===== src/rtl/bus_mux_reg.sv =====
// Registered bus multiplexer with conflict detection and saturating counter.
// Define BUS_STRICT_EN to hold the bus (no priority resolution) on a conflict.
module bus_mux_reg #(
  parameter int WIDTH = 16,
  parameter int NREGS = 8,
  parameter int CNT_W = 8,
  localparam int SRC_W = $clog2(NREGS + 5),
  localparam logic [SRC_W-1:0] SRC_IDLE = '1
) (
  input  logic                   Clock,
  input  logic                   Resetn,
  input  logic [NREGS-1:0]       Rout,
  input  logic                   DINout,
  input  logic                   Gout,
  input  logic                   Zout,
  input  logic                   Oneout,
  input  logic [NREGS*WIDTH-1:0] R_data,
  input  logic [WIDTH-1:0]       G_data,
  input  logic [WIDTH-1:0]       DIN_data,
  input  logic                   err_clr,
  output logic [WIDTH-1:0]       BusWires,
  output logic                   bus_valid,
  output logic [SRC_W-1:0]       bus_src,
  output logic                   conflict,
  output logic                   err_sticky,
  output logic [CNT_W-1:0]       conflict_cnt
);

  localparam logic [SRC_W-1:0] SRC_DIN  = SRC_W'(NREGS);
  localparam logic [SRC_W-1:0] SRC_G    = SRC_W'(NREGS + 1);
  localparam logic [SRC_W-1:0] SRC_ZERO = SRC_W'(NREGS + 2);
  localparam logic [SRC_W-1:0] SRC_ONE  = SRC_W'(NREGS + 3);

  logic [SRC_W-1:0] n;
  logic [SRC_W-1:0] ridx;
  logic [WIDTH-1:0] rval;
  logic [WIDTH-1:0] sel_data;
  logic [SRC_W-1:0] sel_src;
  logic             multi;
  logic             take;

  // Descending scan so the lowest register index is the last to win.
  always_comb begin
    n    = SRC_W'(DINout) + SRC_W'(Gout)
         + SRC_W'(Zout) + SRC_W'(Oneout);
    ridx = '0;
    rval = '0;
    for (int i = NREGS - 1; i >= 0; i--) begin
      n = n + SRC_W'(Rout[NREGS-1-i]);
      if (Rout[NREGS-1-i]) begin
        ridx = SRC_W'(i);
        rval = R_data[i*WIDTH +: WIDTH];
      end
    end
  end

  always_comb begin
    sel_data = BusWires;
    sel_src  = SRC_IDLE;
    priority case (1'b1)
      DINout: begin
        sel_data = DIN_data;
        sel_src  = SRC_DIN;
      end
      Gout: begin
        sel_data = G_data;
        sel_src  = SRC_G;
      end
      Oneout: begin
        sel_data = WIDTH'(1);
        sel_src  = SRC_ONE;
      end
      Zout: begin
        sel_data = '0;
        sel_src  = SRC_ZERO;
      end
      (|Rout): begin
        sel_data = rval;
        sel_src  = ridx;
      end
      default: ;
    endcase
  end

  assign multi = (n > SRC_W'(1));
`ifdef BUS_STRICT_EN
  assign take = (n == SRC_W'(1));
`else
  assign take = (n != '0);
`endif

  always_ff @(posedge Clock) begin
    if (!Resetn) begin
      BusWires     <= '0;
      bus_valid    <= 1'b0;
      bus_src      <= SRC_IDLE;
      conflict     <= 1'b0;
      err_sticky   <= 1'b0;
      conflict_cnt <= '0;
    end else begin
      if (take) begin
        BusWires  <= sel_data;
        bus_valid <= 1'b1;
        bus_src   <= sel_src;
      end else begin
        bus_valid <= 1'b0;
        bus_src   <= SRC_IDLE;
      end
      conflict <= multi;
      // Clear first; a same-cycle conflict then counts once.
      if (err_clr) begin
        err_sticky   <= multi;
        conflict_cnt <= multi ? CNT_W'(1) : '0;
      end else if (multi) begin
        err_sticky <= 1'b1;
        if (conflict_cnt != '1)
          conflict_cnt <= conflict_cnt + CNT_W'(1);
      end
    end
  end

endmodule


===== config.mk =====
export PLATFORM = sky130hd
export DESIGN_NAME = bus_mux_reg
export DESIGN_NICKNAME = d
export VERILOG_FILES = /design/src/rtl/bus_mux_reg.sv
export SDC_FILE = /design/constraint.sdc
export NUM_CORES = 1
export LEC_CHECK = 0
export BUFFER_PORTS_ARGS = -buffer_cell sky130_fd_sc_hd__clkbuf_2
export CAP_MARGIN = 20
export CORE_MARGIN = 8
export CORE_UTILIZATION = 25
export CTS_CLUSTER_DIAMETER = 200
export DETAILED_ROUTE_END_ITERATION = 16
export REMOVE_ABC_BUFFERS = 1
export SLEW_MARGIN = 25
export SYNTH_ARGS = -nofsm -noshare
export SYNTH_HDL_FRONTEND = slang
export SYNTH_SLANG_ARGS = --single-unit

===== constraint.sdc =====
create_clock -name Clock -period 4.2 [get_ports Clock]
set_input_delay 0.42 -clock Clock [delete_from_list [all_inputs] [get_ports Clock]]
set_output_delay 0.42 -clock Clock [all_outputs]
set_load 0.02 [all_outputs]

==> impl_metrics.tcl, run 1 <==
set metrics [dict create \
    status "finished, final reports clean" \
    post_dp_cell_area_sq_um 3974 \
    dp.cells 709 \
    cts_tree "done" \
    end_kind "flip-flop" \
    power_frac_comb_pct 54.3 \
    dieArea_sq_um 14660 \
    vdd_drop_max_uv 134.2 \
    routedWlPerCell_um 20.78 \
    p_leak_nw 1.909 \
    worstPathMaxFanout 5 \
    tns_ps 0 \
    power_mw 1.367 \
    p_sw_mw 0.5832 \
    grt_usage_pct 19.87 \
    hold_class "input port to flip-flop" \
    ys_types 53 \
    fill_cells 1120 \
    setup-violations-final 0 \
    post_cts_buffers 0 \
    boundaryPins 206 \
    synth_ff_type "dfxtp_1" \
    yosys_register_bits 31 \
    synthSimpleGateAreaFrac_pct 24.30 \
    crit_slowest_cell "fa_1" \
    yosys.area_share.xor_xnor_pct 0.6346 \
    drt_first_pass_iters 5 \
    routed_via_density 5.439 \
    timing.slew.headroom_pct 30.98 \
    async_flop_share_pct 0 \
    routed-via-count 3900 \
    antenna_left 0 \
    cts_resized 0 \
    instances_no_fill 717 \
    synth_edf_count 0 \
    gp_congestion 0.8464 \
    ctsHoldBuffers 0 \
    crit_chain "clkbuf_2 -> fa_1 -> inv_1 -> fa_1 -> fa_1 -> fa_1 -> inv_1 -> ha_1 -> fa_2 -> o22a_1 -> o41a_1 -> buf_4 -> buf_4 -> o22ai_1" \
    cts_made_buffers 5 \
    maxCapViolations 0 \
    drc 0 \
    finalNetCount 765 \
    fin_skew_ps 0.2990 \
    diodes 0 \
    seqPwrFrac_pct 28.6 \
    cts_buffer_depth 2 \
    synth.mux.area_fraction_pct 0 \
    synth_area_sq_um 2760 \
    cp-start-kind "input port" \
    fin_crit_sh_pct 95.08 \
    hold_viol_final 0 \
    clock_latency_ps 290 \
    grt_max_degree 39 \
    yosys-top-cells-area "dfxtp_1, o22ai_1, nand2_1, a221oi_1, fa_1" \
    grt_pass1_wl_um 22960 \
    rsz0062_at_grt "no" \
    multi_input_area_sq_um 1931 \
    synth_top_family_by_area "compound AO/OA/AOI/OAI gates" \
    drtIter0Drc 329 \
    slowest_delay_ps 560 \
    fp.dieW_um 121.1 \
    cp_data_arrival_time_ps 4200 \
    seq_area_sq_um 620.6 \
    path_class "input port to flip-flop" \
    synth_top_area_share_pct 22.48 \
    clkSinkCount 31 \
    synth-adder-area-share_pct 8.250 \
    htreeDepth 2 \
    die_h_um 121.1 \
    grt_overflow 0 \
    num_rows 38 \
    antenna_found_initial 0 \
    yosysWarnings 0 \
    start_util_pct 25.57 \
    drive_gt1_share_pct 41.42 \
    swShare_pct 42.68 \
    grt_pass1_vias 4249 \
    synth_top_cell_by_area "dfxtp_1" \
    area_growth_pct 47.10 \
    power_density_nw_per_um2 336.6 \
    cp_data_required_time_ps 4410 \
    root_buffer "clkbuf_8" \
    core-area_sq_um 10790 \
    internal-power_mw 0.7833 \
    routed_wl_um 14900 \
    rrSetupSlack_ps 2510 \
    fin_area_sq_um 4060 \
    clk_pin_slew_ps 70 \
    min_period_ps 3993 \
    syn_area_per_cell_sq_um 7.283 \
    timing.critical_path.mode_cell "fa_1" \
    numPortBuffers 205 \
    yosysSeqAreaShare_pct 22.48 \
    tightest_slew_ps 1030 \
    synth-compound-area-share_pct 36.40 \
    pwr-share-clk_pct 17.0 \
    finalMaxSlewViolations 0 \
    synthCells 379 \
    place_hpwl_um 11910 \
    fmax_mhz 250.4 \
]
## kinds of logic after synthesis
group	count (synthesis)
buffers and inverters	51
AND/OR/NAND/NOR	138
adder cells (fa/ha/maj)	14
AO/OA/AOI/OAI	143
flip-flops	31
XOR/XNOR	2
## per-stage QoR
stage	utilization (%)	worst slack, ps	hold slack [ps]
floorplan	-	-261.1	519.9
global placement	36.80	-96.04	440.0
detailed placement	36.82	-150.0	446.0
CTS	37.60	144.4	443.5
global route	37.62	18.42	449.9
finish	37.62	206.6	435.9
## critical path: cells and delay by family
kind,cells,cell delay [ps]
adders and majority gates,6,2540
buffers and inverters,5,530
AOI/OAI and AO/OA,3,700
## sequential cells by signal, indices dropped and copies added (netlist names)
| name | count |
|---|---|
| BusWires | 16 |
| bus_src | 4 |
| bus_valid | 1 |
| conflict | 1 |
| conflict_cnt | 8 |
| err_sticky | 1 |
## power groups by stage
stage,logic [mW],clock network (mW),registers [mW]
floorplan,0.305,0,0.463
global placement,0.725,0,0.398
detailed placement,0.737,0,0.398
CTS,0.742,0.236,0.392
global route,0.819,0.252,0.398
finish,0.743,0.233,0.391
## cells in the final DEF, fill, tap and decap left out, types with 4 or more instances in the layout
cell type / instances
dfxtp_1: 31
nor2_1: 8
o211ai_1: 11
nor2b_1: 6
clkbuf_2: 205
nor3_1: 18
o221ai_1: 11
a221oi_1: 16
a21oi_1: 4
nand3_1: 24
o22ai_1: 43
inv_1: 19
a22oi_1: 13
nand2_1: 60
clkbuf_8: 5
ha_1: 7
nand2b_1: 4
buf_4: 15
o21ai_0: 22
fa_1: 6
## layer usage
| layer | vias up | wire (um) | track usage, % |
|---|---|---|---|
| li1 | 1851 | - | - |
| met1 | 1804 | 5956 | 22.68 |
| met2 | 223 | 7291 | 34.44 |
| met3 | 22 | 1323 | 5.910 |
| met4 | 0 | 326 | 6.870 |
| met5 | - | 0 | 0 |
## final cells by class
| class | instances | area share (%) |
|---|---|---|
| inverter | 19 | 1.757 |
| sequential | 31 | 15.29 |
| clock inverter | 3 | 0.3698 |
| clock buffer | 5 | 1.695 |
| tap | 140 | 4.314 |
| timing repair buffer | 222 | 29.03 |
| multi-input combinational | 297 | 47.55 |
## path summary, 6_finish.rpt
check,start,to,depth (start not counted)
worst max register to register,conflict_cnt[0],conflict_cnt[0],7
worst min register to register,err_sticky,err_sticky,1
worst max-delay path,Rout[5],BusWires[9],14
worst min-delay path,err_clr,conflict_cnt[0],3
## cells in the mapped netlist (all sizes together), types with 8 or more instances
| cell | count |
|---|---|
| a22oi | 13 |
| o211ai | 11 |
| o21ai | 24 |
| a221oi | 17 |
| nand2 | 60 |
| nand3 | 24 |
| o22ai | 43 |
| nor3 | 19 |
| buf | 14 |
| dfxtp | 31 |
| o221ai | 11 |
| inv | 19 |
| clkbuf | 18 |
| nor2 | 8 |
Power figures use the tool's default switching activity.
==> run 2, diff against run 1 <==
--- a/config.mk
+++ b/config.mk
@@ -9,6 +9,7 @@
 export CAP_MARGIN = 20
 export CORE_MARGIN = 8
 export CORE_UTILIZATION = 25
+export CTS_BUF_LIST = sky130_fd_sc_hd__clkbuf_16
 export CTS_CLUSTER_DIAMETER = 200
 export DETAILED_ROUTE_END_ITERATION = 16
 export REMOVE_ABC_BUFFERS = 1
==> run 2 against run 1 <==
Non-clock buffer count unchanged. Clock-buffer cell count stayed put. Critical path type unchanged. Clock power grew 48%. Highest routed layer unchanged. Critical path depth is the same. Design area grew 1.4%. Die area is the same.
==> impl_metrics.tcl, run 2 (same netlist as run 1, synthesis figures left out) <==
set metrics [dict create \
    end_kind "flip-flop" \
    largest_register_ffs 16 \
    routedWlPerCell_um 20.74 \
    largest_register "BusWires" \
    min_from "err_clr" \
    start_util_pct 25.57 \
    cts_made_buffers 5 \
    boundaryPins 206 \
    seq_area_sq_um 620.6 \
    timing.critical_path.mode_cell "fa_1" \
    timing.slew.headroom_pct 32.91 \
    drt_first_pass_iters 5 \
    vdd_drop_max_uv 192.8 \
    highest_layer "met4" \
    finalMaxSlewViolations 0 \
    clock_latency_ps 270 \
    maxCapViolations 0 \
    ctsHoldBuffers 0 \
    worstPathMaxFanout 5 \
    drt-met1-wl_um 5897 \
    grt_overflow 0 \
    num_rows 38 \
    hold_class "input port to flip-flop" \
    wl_met3_um 1346 \
    clk_pin_slew_ps 50 \
    cts_tree "done" \
    r2r-start "conflict_cnt[0]" \
    crit_start "Rout[5]" \
    core-area_sq_um 10790 \
    tightest_slew_ps 1001 \
    routed-via-count 3889 \
    post_cts_buffers 0 \
    fill_cells 1114 \
    p_leak_nw 1.934 \
    htreeDepth 2 \
    numPortBuffers 205 \
    fin_skew_ps 0.5549 \
    diodes 0 \
    cp_num_buf_inv 5 \
    dpl_worst_slack_ps -150.0 \
    tns_ps 0 \
    finalNetCount 765 \
    area_growth_pct 49.14 \
    routed_wl_um 14870 \
    fin_crit_sh_pct 95.38 \
    routed_via_density 5.424 \
    whs_ps 452.5 \
    dr_wl_met2_um 7350 \
    instances_no_fill 717 \
    crit_slowest_cell "fa_1" \
    dieArea_sq_um 14660 \
    root_buffer "clkbuf_16" \
    drc 0 \
    die_h_um 121.1 \
    rsz0062_at_grt "no" \
    grt_pass1_vias 4231 \
    crit_family "adder cells" \
    multi_input_area_sq_um 1931 \
    hold_viol_final 0 \
    drive_gt1_share_pct 41.42 \
    place_hpwl_um 11910 \
    fmax_mhz 249.6 \
    status "finished, final reports clean" \
    final_common_cell "clkbuf_2" \
    gp_congestion 0.8464 \
    cp_data_arrival_time_ps 4200 \
    setup-violations-final 0 \
    path_class "input port to flip-flop" \
    drtIter0Drc 283 \
    postLayoutSetupSlackWorst_ps 193.8 \
    fp.dieW_um 121.1 \
    power_mw 1.478 \
    grt_max_degree 39 \
    antenna_left 0 \
    cts_buffer_depth 2 \
    slowest_delay_ps 560 \
    dp.cells 709 \
    clkSinkCount 31 \
    cp_data_required_time_ps 4400 \
    layout_common_cells "clkbuf_2, nand2_1, o22ai_1, dfxtp_1, nand3_1" \
    reg_top3 "BusWires x16, conflict_cnt x8, bus_src x4" \
    grt_pass1_wl_um 22940 \
    min_period_ps 4006 \
    power_density_nw_per_um2 359.0 \
    cp-start-kind "input port" \
    grt_usage_pct 19.80 \
    antenna_found_initial 0 \
    crit_chain "clkbuf_2 -> fa_1 -> inv_1 -> fa_1 -> fa_1 -> fa_1 -> inv_1 -> ha_1 -> fa_2 -> o22a_1 -> o41a_1 -> buf_4 -> buf_4 -> o22ai_1" \
]
## run 2: cell counts in the layout (fill, tap and decap cells not counted)
Identical to the previous run, type by type.
## run 2: per-layer routing
layer	track usage, %	vias to the layer above
met1	22.65	1793
met2	34.58	228
met4	5.855	0
met5	0	-
li1	-	1850
met3	6.049	18
## run 2: final timing paths
check                                       end  slack, ps  cells after the start
worst max-delay path                BusWires[9]        190                     14
worst min-delay path            conflict_cnt[0]        450                      3
worst max register to register  conflict_cnt[0]       2550                      7
worst min register to register       err_sticky        450                      1
## run 2: where the power goes
part / total (mW) / internal (mW) / switching [mW]
clock: 0.344 / 0.216 / 0.128
combinational: 0.743 / 0.317 / 0.426
sequential: 0.391 / 0.354 / 0.0375
## run 2: layout make-up
cell class                      count  area share [%]
Clock buffer                        5           3.040
Clock inverter                      3          0.3647
Inverter                           19           1.733
Multi-Input combinational cell    297           46.90
Sequential cell                    31           15.08
Tap cell                          140           4.255
Timing Repair Buffer              222           28.63
## run 2: through the flow
step / util, % / instance area (sq um)
floorplan: - / 2613
global placement: 36.80 / 3971
detailed placement: 36.82 / 3974
CTS: 38.12 / 4114
global route: 38.14 / 4116
finish: 38.14 / 4116
## run 2: tightest hold or removal path, delay by kind of cell
family,cells,cell delay [ps]
compound gates,1,100
buf+inv,1,120
simple gates,1,60
## run 2: what timing repair did
item | in CTS | in global routing
endpoints found under the setup margin | 0 | 16
gates resized for setup | 0 | 1
endpoints found under the hold margin | 0 | 0
